File: src/rtl/proj_pkg.sv
// rtl/proj_pkg.sv - shared widths, hasher constants, states and stage type
// Package only; no ports.
package proj_pkg;

   localparam int INDICE_LEN              = 4;
   localparam int HASHER_SORTER_SIGNATURE = 32;

   localparam logic [31:0] HASHER_MULT    = 32'h9E3779B1;
   localparam logic [31:0] HASHER_ADD     = 32'h7F4A7C15;
   localparam int          HASHER_LATENCY = 3;

   // Idle cycles carry this value; real signatures are remapped away from it.
   localparam logic [HASHER_SORTER_SIGNATURE-1:0] SIGNATURE_SENTINEL = '1;

   typedef enum logic [1:0] {
      IDLE,
      RUN,
      DRAIN,
      GAP
   } hasher_state_t;

   typedef struct packed {
      logic                               valid;
      logic [INDICE_LEN-1:0]              index;
      logic [HASHER_SORTER_SIGNATURE-1:0] value;
      logic                               last;
   } hash_stage_t;

endpackage

File: src/rtl/proj_hash_pipe.sv
// rtl/proj_hash_pipe.sv - 3-stage multiply/add/xor-shift hash with index/last sideband
// Ports:
//   clk, rst_n             clock, synchronous active-low reset
//   in_valid               element accepted this cycle
//   in_data, in_index      element value and its index within the set
//   in_last                element closes its set
//   add_value              additive constant used in stage 2
//   out_signature          stage-3 signature, sentinel when no valid result
//   out_index              stage-3 index, 0 when no valid result
//   out_end                stage-3 result is valid and closes its set
module proj_hash_pipe
   import proj_pkg::*;
#(
   parameter int                       DATA_LEN      = 32,
   parameter int                       INDICE_LEN    = proj_pkg::INDICE_LEN,
   parameter int                       SIGNATURE_LEN = proj_pkg::HASHER_SORTER_SIGNATURE,
   parameter logic [SIGNATURE_LEN-1:0] HASH_MULT     = HASHER_MULT
) (
   input  logic                     clk,
   input  logic                     rst_n,
   input  logic                     in_valid,
   input  logic [DATA_LEN-1:0]      in_data,
   input  logic [INDICE_LEN-1:0]    in_index,
   input  logic                     in_last,
   input  logic [SIGNATURE_LEN-1:0] add_value,
   output logic [SIGNATURE_LEN-1:0] out_signature,
   output logic [INDICE_LEN-1:0]    out_index,
   output logic                     out_end
);

   hash_stage_t s1, s2, s3;

   logic [SIGNATURE_LEN-1:0] data_ext;
   logic [SIGNATURE_LEN-1:0] p_next;
   logic [SIGNATURE_LEN-1:0] q_next;
   logic [SIGNATURE_LEN-1:0] mix;
   logic [SIGNATURE_LEN-1:0] s_next;

   always_comb begin
      data_ext                 = '0;
      data_ext[DATA_LEN-1:0]   = in_data;
      p_next                   = data_ext * HASH_MULT;
      q_next                   = s1.value + add_value;
      mix                      = s2.value ^ (s2.value >> 16);
      // Keep the sentinel unique: a genuine all-ones hash is nudged down by one.
      s_next                   = (mix == SIGNATURE_SENTINEL) ? (SIGNATURE_SENTINEL - 1'b1) : mix;
   end

   always_ff @(posedge clk) begin
      if (!rst_n) begin
         s1 <= '0;
         s2 <= '0;
         s3 <= '{valid: 1'b0, index: '0, value: SIGNATURE_SENTINEL, last: 1'b0};
      end else begin
         s1 <= '{valid: in_valid, index: in_index, value: p_next, last: in_valid & in_last};
         s2 <= '{valid: s1.valid, index: s1.index, value: q_next, last: s1.last};
         if (s2.valid) begin
            s3 <= '{valid: 1'b1, index: s2.index, value: s_next, last: s2.last};
         end else begin
            s3 <= '{valid: 1'b0, index: '0, value: SIGNATURE_SENTINEL, last: 1'b0};
         end
      end
   end

   assign out_signature = s3.value;
   assign out_index     = s3.index;
   assign out_end       = s3.valid & s3.last;

endmodule

File: src/rtl/proj_hasher.sv
// rtl/proj_hasher.sv - element stream to sorter feeder: indexing, hashing, set framing
// Optional macro PROJ_HASHER_SEED_EN adds in_seed, captured at each set's first
// acceptance and used as the stage-2 additive constant for that set.
// Ports:
//   clk, rst_n                     clock, synchronous active-low reset
//   in_seed                        (PROJ_HASHER_SEED_EN only) per-set additive seed
//   in_data, in_valid, in_last     element stream, accepted on in_valid && in_ready
//   in_ready                       high only in RUN
//   out_signature, out_index       to sorter, sentinel/0 on idle cycles
//   out_end                        one-cycle pulse with the set's last signature
//   out_overflow                   sticky: set grew past 2^INDICE_LEN elements
module proj_hasher
   import proj_pkg::*;
#(
   parameter int                       DATA_LEN      = 32,
   parameter int                       INDICE_LEN    = proj_pkg::INDICE_LEN,
   parameter int                       SIGNATURE_LEN = proj_pkg::HASHER_SORTER_SIGNATURE,
   parameter logic [SIGNATURE_LEN-1:0] HASH_MULT     = HASHER_MULT,
   parameter logic [SIGNATURE_LEN-1:0] HASH_ADD      = HASHER_ADD
) (
   input  logic                     clk,
   input  logic                     rst_n,
`ifdef PROJ_HASHER_SEED_EN
   input  logic [SIGNATURE_LEN-1:0] in_seed,
`endif
   input  logic [DATA_LEN-1:0]      in_data,
   input  logic                     in_valid,
   input  logic                     in_last,
   output logic                     in_ready,
   output logic [SIGNATURE_LEN-1:0] out_signature,
   output logic [INDICE_LEN-1:0]    out_index,
   output logic                     out_end,
   output logic                     out_overflow
);

   hasher_state_t           state, state_next;
   logic                    accept;
   logic [INDICE_LEN-1:0]   cnt;
   logic                    wrapped;
   logic [SIGNATURE_LEN-1:0] add_value;

   assign accept = in_valid && in_ready;

   always_comb begin
      state_next = state;
      in_ready   = 1'b0;
      case (state)
         IDLE:  state_next = RUN;
         RUN: begin
            in_ready = 1'b1;
            if (in_valid && in_last) state_next = DRAIN;
         end
         // Leave once the set's last result is on the outputs.
         DRAIN: if (out_end) state_next = GAP;
         GAP:   state_next = RUN;
         default: state_next = IDLE;
      endcase
   end

   always_ff @(posedge clk) begin
      if (!rst_n) begin
         state        <= IDLE;
         cnt          <= '0;
         wrapped      <= 1'b0;
         out_overflow <= 1'b0;
      end else begin
         state <= state_next;
         if (state == GAP) begin
            cnt          <= '0;
            wrapped      <= 1'b0;
            out_overflow <= 1'b0;
         end else if (accept) begin
            cnt <= cnt + 1'b1;
            // wrapped marks that index space is used up; the next element overflows.
            if (cnt == '1) wrapped <= 1'b1;
            if (wrapped) out_overflow <= 1'b1;
         end
      end
   end

`ifdef PROJ_HASHER_SEED_EN
   logic                     in_set;
   logic [SIGNATURE_LEN-1:0] seed_q;

   // The first element reaches stage 2 one cycle after capture, so seed_q is
   // already valid for it.
   always_ff @(posedge clk) begin
      if (!rst_n) begin
         in_set <= 1'b0;
         seed_q <= HASH_ADD;
      end else if (state == GAP) begin
         in_set <= 1'b0;
      end else if (accept) begin
         in_set <= 1'b1;
         if (!in_set) seed_q <= in_seed;
      end
   end

   assign add_value = seed_q;
`else
   assign add_value = HASH_ADD;
`endif

   proj_hash_pipe #(
      .DATA_LEN      (DATA_LEN),
      .INDICE_LEN    (INDICE_LEN),
      .SIGNATURE_LEN (SIGNATURE_LEN),
      .HASH_MULT     (HASH_MULT)
   ) u_pipe (
      .clk           (clk),
      .rst_n         (rst_n),
      .in_valid      (accept),
      .in_data       (in_data),
      .in_index      (cnt),
      .in_last       (in_last),
      .add_value     (add_value),
      .out_signature (out_signature),
      .out_index     (out_index),
      .out_end       (out_end)
   );

endmodule

File: config.mk
export PLATFORM = sky130hd
export DESIGN_NAME = proj_hasher
export DESIGN_NICKNAME = d
export VERILOG_FILES = /design/src/rtl/proj_pkg.sv /design/src/rtl/proj_hash_pipe.sv /design/src/rtl/proj_hasher.sv
export SDC_FILE = /design/constraint.sdc
export NUM_CORES = 1
export LEC_CHECK = 0
export ABC_AREA = 1
export CAP_MARGIN = 20
export CORE_MARGIN = 8
export CORE_UTILIZATION = 24
export CTS_CLUSTER_SIZE = 30
export DETAILED_ROUTE_END_ITERATION = 7
export GPL_TIMING_DRIVEN = 1
export HOLD_SLACK_MARGIN = 0.06
export PLACE_DENSITY = 0.41
export REMOVE_ABC_BUFFERS = 1
export SETUP_SLACK_MARGIN = 0.3
export SLEW_MARGIN = 10
export SYNTH_ARGS = -nofsm -noshare
export SYNTH_HDL_FRONTEND = slang
export SYNTH_HIERARCHICAL = 1
export SYNTH_SLANG_ARGS = --single-unit
File: constraint.sdc
create_clock -name clk -period 9.84 [get_ports clk]
set_input_delay 2.952 -clock clk [delete_from_list [all_inputs] [get_ports clk]]
set_output_delay 2.952 -clock clk [all_outputs]
set_load 0.1 [all_outputs]
# [Word-level counts from Yosys, hierarchy flattened]
# Index checks and enable logic that the tools add are counted.
[classes] n_addsub=2 multipliers=1 div=0 magnitude_cmp=0 n_eq_ne=7 n_shift=0 n_mux=6 bitwise=5 n_reduce_logical=10
[ops] op="$mux W38" n=1
[ops] op="$add A32 B31 Y32 const B" n=1
[ops] op="$eq A32 B32 Y1 const B" n=1
[ops] op="$mul A32 B32 Y32 const B" n=1
[ops] op="$mux W32" n=1
[ops] op="$xor A32 B16 Y32" n=1
[ops] op="$reduce_and A2 Y1" n=4
[ops] op="$pmux W2 S3" n=1
[ops] op="$add A4 B1 Y4 const B" n=1
[ops] op="$eq A2 B2 Y1 const B" n=2
[ops] op="$eq A4 B4 Y1 const B" n=1
[ops] op="$mux W2" n=2
[ops] op="$ne A2 B2 Y1 const B" n=2
[ops] op="$reduce_or A2 Y1" n=2
[ops] op="$reduce_or A3 Y1" n=1
[ops] op="$and A1 B1 Y1" n=2
[ops] op="$eq A2 B1 Y1 const B" n=1
[ops] op="$logic_and A1 B1 Y1" n=2
[ops] op="$logic_not A2 Y1" n=1
[ops] op="$not A1 Y1" n=2
[ops] op="$mux W1" n=1
[totals] ff_bits=122 latch_bits=0 ram_bits=0 romBits=0 inputBits=36 out_inout_bits=39 wordCells=48 n_memories=0

# [Depth between registers and ports, before layout]
# Gate-level depths: netlist of the first run.
[depth] ltp_word=4 ltp_mapped=30 ltp_nobuf=30

# [Cells and area by module]
# The synthesis of the first run kept the hierarchy.
[modules_own_cells] module="proj_hash_pipe" n_inst=1 cells_each=1731 area_per_inst_um2=14690.3 seq_area_each_um2=2282.2
[modules_own_cells] module="proj_hasher" n_inst=1 cells_each=61 area_per_inst_um2=424.2 seq_area_each_um2=160.2

# [Worst setup path after synthesis of the first run]
# No wires, ideal clock.
[synth_path] path_kind="input port to flip-flop" startpoint="input port in_data[5]" endpoint="register u_pipe/s1[28] (netlist bit)" setup_time_ns=0.113 arrival_time_ns=8.301 t_required_ns=9.727 setup_slack_ns=1.426 cell_stages=24 path_buffers=0 cell_sequence="inv_1 -> fa_1 -> inv_1 -> fa_1 -> fa_1 -> inv_1 -> fa_1 -> inv_1 -> fa_1 -> inv_1 -> fa_1 -> inv_1 -> fa_1 -> inv_1 -> fa_1 -> inv_1 -> ha_1 -> nand2_2 -> nor4_2 -> nand3_1 -> o221ai_1 -> nand2_1 -> nand2_1 -> nor2_1"
[synth_between] elab_chain_cells=1
[synth_lines] item="start, declared" line_no="proj_hasher.sv:26" text="input logic [DATA_LEN-1:0] in_data,"
[synth_lines] item="$mul A32 B32 Y32" line_no="proj_hash_pipe.sv:42" text="p_next = data_ext * HASH_MULT;"
[synth_lines] item="end signal, assigned" line_no="proj_hash_pipe.sv:55" text="s1 <= '{valid: in_valid, index: in_index, value: p_next, last: in_valid & in_last};"
[synth_lines] item="end, declared" line_no="proj_hash_pipe.sv:31" text="hash_stage_t s1, s2, s3;"
# No other way between the ends.
# A chain may end at the register's enable or synchronous reset.

# [Worst setup path after layout of the first run]
[layout_path] startpoint="input port in_data[11]" endpoint="register u_pipe/s1[27] (netlist bit)"
# The elaborated chain is that of the path after synthesis.

==> reports/results.ini, run 1 <==
[timing]
tightest_slew_ps = 977.1
skew_ps = 9.227
layout_min_cycle_time_ps = 9221
maxSlewHeadroom_pct = 34.66
finalSetupViolCount = 0
min_period_over_period_pct = 93.71
hold_violations = 0
maxSlewViolCount = 0
setup_tns_ps = 0
rsz0062_at_grt = no
max_freq_mhz = 108.4

[place]
dp_cells = 2714
hpwl_um = 36690
portBuffers = 74
finalWeightedCongestion = 0.8736

[logic_synthesis]
async_flop_share_pct = 0
synth_area_mm2 = 0.01511
avgSynthCellArea_um2 = 8.434
ys_seq_elements = 122
yosys_most_used_dff = dfxtp_1
yosysSeqAreaShare_pct = 16.16
synth_cells = 1792
synth_edf_count = 0
yosys_warnings = 6
ys_types = 50

[detailed_routing]
vias = 11180
wl_um = 41420
vias_per_cell = 4.071
wl_per_cell_um = 15.08
drtAntennaViolNets = 0
drtPass1Iterations = 5
drcViolationCount = 0
drtIter0Drc = 435

[floorplanning]
fp.dieH_um = 267.0
core_mm2 = 0.06262
die_x_um = 267.0
die-area_mm2 = 0.07126
std_cell_rows = 92
ioPinCount = 75
start_util_pct = 24.14

[setup_path]
cp-start-kind = input port
end_kind = flop
path_max_fanout = 5
critPathKind = input port to flop
worst_ep_required_time_ps = 10170
reg2reg_slack_ps = 7670
crit_arrival_ps = 9550

[global_routing]
first_global_vias = 12220
grt_usage_pct = 12.05
grt_pass1_wl_um = 66380
antenna_found_initial = 0
overflow = 0
grt_max_degree = 50

[cts]
cts_num_sinks = 122
clk_pin_slew_ps = 60
clk_latency_ps = 420
cts-htree-levels = 4
clk_path_buf_depth = 2
postCtsSetupBuffers = 0
cts-root-buf = clkbuf_16
holdBufCountCts = 0
cts_buffers = 17
cts_tree = yes
cts_resized = 0

[finish]
fill_cells = 6873
instances_no_fill = 2746
layout-drive-gt1-share_pct = 5.000
diodes = 0
area_growth_pct = 15.34
final_nets = 2350

[worst_hold_path]
hold_path.class = flop to flop

[flow_run]
drv_cap = 0

[status]
outcome = finished, final reports clean

cell usage in the layout (no fill, tap or decap), types with 43 or more instances in the layout:
cell type | synthesis | layout
ha_1 | 222 | 222
fa_1 | 205 | 205
nand2_1 | 231 | 231
a21oi_1 | 103 | 103
o21ai_0 | 43 | 43
nor2_1 | 94 | 94
inv_1 | 472 | 472
clkdlybuf4s50_1 | 0 | 73
dfxtp_1 | 122 | 122
nand3_1 | 65 | 65
flip-flops by register name, summed over array words and instances, names as in the netlist:
register / cells
u_pipe/out_signature: 32
out_overflow: 1
u_pipe/s1: 38
state: 2
u_pipe/s3: 2
u_pipe/out_index: 4
u_pipe/s2: 38
wrapped: 1
cnt: 4
logic make-up (layout without fill, tap and decap cells):
family                     count (synthesis)  count (layout)  share of synthesized area (%)
AOI/OAI and AO/OA                        221             221                          8.767
DFF                                      122             122                          16.16
adders and majority gates                427             427                          45.53
and+or+nand+nor                          469             469                          14.01
other                                      2              33                        0.04969
buffers and inverters                    525             602                          13.98
xor gates and xnor gates                  26              26                          1.507
worst max-delay path, cell delays in order:
cell             delay [ps]
clkdlybuf4s50_1         580
inv_1                   210
fa_1                    590
fa_1                    480
fa_1                    560
inv_1                    60
fa_1                    410
fa_1                    470
fa_1                    560
fa_1                    420
fa_1                    440
ha_1                    390
nand2_1                 120
nor2_1                  150
inv_1                    80
nor2_1                  220
nand4_1                 130
nand3_1                 240
nand2_1                  90
nand3_1                 100
o21ai_1                  60
a21oi_1                 230
path summary, 6_finish.rpt:
check                     from       endpoint  depth (start not counted)
hold reg to reg   u_pipe/s2[0]   u_pipe/s3[0]                          2
hold / removal    u_pipe/s2[0]   u_pipe/s3[0]                          2
setup / recovery   in_data[11]  u_pipe/s1[27]                         22
setup reg to reg  u_pipe/s1[1]  u_pipe/s2[29]                         11
Yosys cell counts (4+ instances only):
library cell  number  area (µm²)
o21ai_1           13       65.06
buf_2              4       20.02
fa_1             205        4104
buf_4             36       270.3
nor2_1            94       352.8
nor4_1             7       43.79
o21ai_2            5       43.79
a21oi_2            5       43.79
o21a_1            19       142.6
a21o_1             6       45.04
ha_1             222        2778
xnor2_1           22       192.7
dfxtp_1          122        2442
inv_1            472        1772
nand3b_1          23       172.7
o21ai_0           43       215.2
nand2_2           13       81.33
clkbuf_1           7       26.28
nand4_1           13       81.33
o21bai_1           7       52.55
xor2_1             4       35.03
nor3_1             9       45.04
a21oi_1          103       515.5
a31oi_1            4       25.02
nand2_1          231       867.1
nand3_1           65       325.3
through the flow:
step                      utilization (%)  area, µm²  hold WS [ps]  worst slack [ps]
final                               27.84      17430         405.6             618.6
after global routing                27.84      17430         429.2             364.3
after CTS                           27.84      17430         404.9             652.1
after detailed placement            26.92      16850         397.4             218.3
after global placement              26.92      16850         392.8             192.5
after floorplan                         -      14900         390.0              1427
area by class of cell:
| cell class | count | area, µm² | share of cell area, % |
|---|---|---|---|
| clock buffers | 17 | 425.4 | 2.440 |
| clock inverters | 15 | 152.6 | 0.8756 |
| inverters | 475 | 1785 | 10.24 |
| multi-input cells | 1176 | 10680 | 61.24 |
| flip-flops and latches | 122 | 2442 | 14.01 |
| well taps | 846 | 1059 | 6.072 |
| repair buffers | 95 | 893.4 | 5.125 |
metal layers:
| metal | vias to the layer above | track usage (%) | share of wire, % |
|---|---|---|---|
| li1 | 5671 | - | - |
| met1 | 5310 | 14.32 | 45 |
| met2 | 155 | 22.44 | 51 |
| met3 | 44 | 1.418 | 2.4 |
| met4 | 0 | 3.617 | 2.4 |
| met5 | - | 0 | 0 |
Power of run 1 is left out: the tool's default activity adds up to more than one toggle a clock period on the data nets, which glitch-free logic cannot reach.
==> run 2: changes to the inputs <==
PLACE_DENSITY = 0.35   (was 0.41)
==> reports/results.ini, run 2 (synthesis gave the netlist of run 1 again) <==
[finish]
layout-drive-gt1-share_pct = 4.789  ; -0.21 points
final_common_cell = inv_1
fill_cells = 6874  ; +0.015%
diodes = 0  ; unchanged
mostFrequentLayoutCells = 472 x inv_1, 231 x nand2_1, 222 x ha_1
final_nets = 2351  ; +0.043%
area_growth_pct = 15.42  ; about the same

[detailed_routing]
wl_um = 44240  ; +6.8%
drtIter0Drc = 440  ; +1.1%
wl_per_cell_um = 16.11  ; +6.8%
vias_per_cell = 4.064  ; -0.17%
drcViolationCount = 0  ; unchanged
vias = 11160  ; -0.17%
drtPass1Iterations = 5  ; unchanged
drtAntennaViolNets = 0  ; unchanged

[cts]
cts-root-buf = clkbuf_16
holdBufCountCts = 0  ; unchanged
clk_pin_slew_ps = 50  ; about the same
cts-htree-levels = 4  ; unchanged
cts_buffers = 17  ; unchanged
cts_resized = 0  ; unchanged
clk_path_buf_depth = 2  ; unchanged
clk_latency_ps = 430  ; about the same
postCtsSetupBuffers = 0  ; unchanged
cts_num_sinks = 122  ; unchanged
cts_tree = yes

[worst_hold_path]
hold_path.class = flop to flop
hp-start = u_pipe/s2[0]

[global_routing]
grt_pass1_wl_um = 70010  ; +5.5%
grt_max_degree = 40  ; -20%
antenna_found_initial = 0  ; unchanged
overflow = 0  ; unchanged
first_global_vias = 12590  ; +3.1%
grt_usage_pct = 12.87  ; +0.82 points

[setup_path]
path_common_cell = fa_1
worstPathCellList = clkdlybuf4s50_1 > inv_1 > fa_1 > fa_1 > fa_1 > inv_1 > fa_1 > fa_1 > fa_1 > fa_1 > fa_1 > ha_1 > a21oi_1 > o21ai_0 > a21oi_1 > nand3_1 > nand2_1 > nand3_1 > o21ai_1 > a21oi_1
worst_ep_required_time_ps = 10140  ; -30 ps
cp-start-kind = input port
crit_arrival_ps = 9480  ; -70 ps
reg2reg_from = u_pipe/s1[1]
critPathKind = input port to flop
slowest_stage = clkdlybuf4s50_1
path_max_fanout = 5  ; unchanged
crit_start = in_data[11]
slowest_delay_ps = 580  ; about the same
end_kind = flop

[floorplanning]
std_cell_rows = 92  ; unchanged
die-area_mm2 = 0.07126  ; unchanged
fp.dieH_um = 267.0  ; unchanged
ioPinCount = 75  ; unchanged
core_mm2 = 0.06262  ; unchanged
start_util_pct = 24.14  ; unchanged
die_x_um = 267.0  ; unchanged

[timing]
skew_ps = 8.105  ; -1.122 ps
rsz0062_at_grt = no
maxSlewHeadroom_pct = 34.37  ; -0.29 points
max_freq_mhz = 109.0  ; +0.53%
setup_tns_ps = 0  ; unchanged
layout_min_cycle_time_ps = 9173  ; -48.57 ps
min_period_over_period_pct = 93.22  ; -0.49 points
finalSetupViolCount = 0  ; unchanged
tightest_slew_ps = 981.4  ; +4.306 ps
hold_violations = 0  ; unchanged
maxSlewViolCount = 0  ; unchanged

[place]
finalWeightedCongestion = 0.8358  ; -4.3%
hpwl_um = 39230  ; +6.9%
portBuffers = 74  ; unchanged

[status]
outcome = finished, final reports clean

[flow_run]
drv_cap = 0  ; unchanged

## run 2: cell types whose count changed in the layout (fill, tap and decap cells not counted), sizes merged
| cell | previous run | this run |
|---|---|---|
| clkinv | 10 | 1 |
| inv | 476 | 475 |
| clkbuf | 17 | 25 |
| buf | 22 | 23 |
| clkinvlp | 2 | 3 |
## run 2: critical path, delay by kind of cell
family | cells | cell delay (ps)
AO/OA/AOI/OAI | 5 | 910
adder cells (fa/ha/maj) | 9 | 4300
buffers and inverters | 3 | 810
AND/OR/NAND/NOR | 3 | 460
## run 2: worst paths after layout
path,end,cells past startpoint,slack [ps]
worst max register to register,u_pipe/s2[27],15,7700
worst min-delay path,u_pipe/s3[0],2,410
worst max-delay path,u_pipe/s1[27],20,670
worst min register to register,u_pipe/s3[0],2,410
## run 2: area by class of cell
cell class                 instances  area (µm²)  share of cell area, %
clock buffer                      25       495.5                  2.840
clock inverter                     6       87.58                 0.5020
inverter                         475        1785                  10.23
multi-input combinational       1176       10680                  61.19
sequential                       122        2442                  14.00
tap                              846        1059                  6.068
timing repair buffer              96       900.9                  5.164
## run 2: layer usage
layer	vias to the layer above	GRT usage [%]	share of wire, %
li1	5668	-	-
met1	5284	14.77	43
met2	162	24.65	53
met3	47	1.455	2.1
met4	0	3.911	2.4
met5	-	0	0
## run 2: stage by stage
| step | hold WS [ps] | instance area [µm²] | instances | utilization [%] | setup WS, ps |
|---|---|---|---|---|---|
| 2_1_floorplan | 390.0 | 14900 | 1773 | - | 1427 |
| 3_3_place_gp | 398.7 | 16860 | 2715 | 26.93 | 143.0 |
| 3_5_place_dp | 402.3 | 16860 | 2715 | 26.93 | 166.0 |
| 4_1_cts | 411.5 | 17450 | 2746 | 27.86 | 640.8 |
| 5_1_grt | 433.9 | 17450 | 2746 | 27.86 | 346.7 |
| 6_report | 410.2 | 17450 | 2746 | 27.86 | 667.2 |
Power of run 2 is left out for the same reason.
==> run 3: changes to the inputs <==
CAP_MARGIN = not set   (was 20)
==> results of run 3 <==
The final DEF is identical to that of run 2; final timing and power are the same.
Power of run 3 is left out for the same reason.
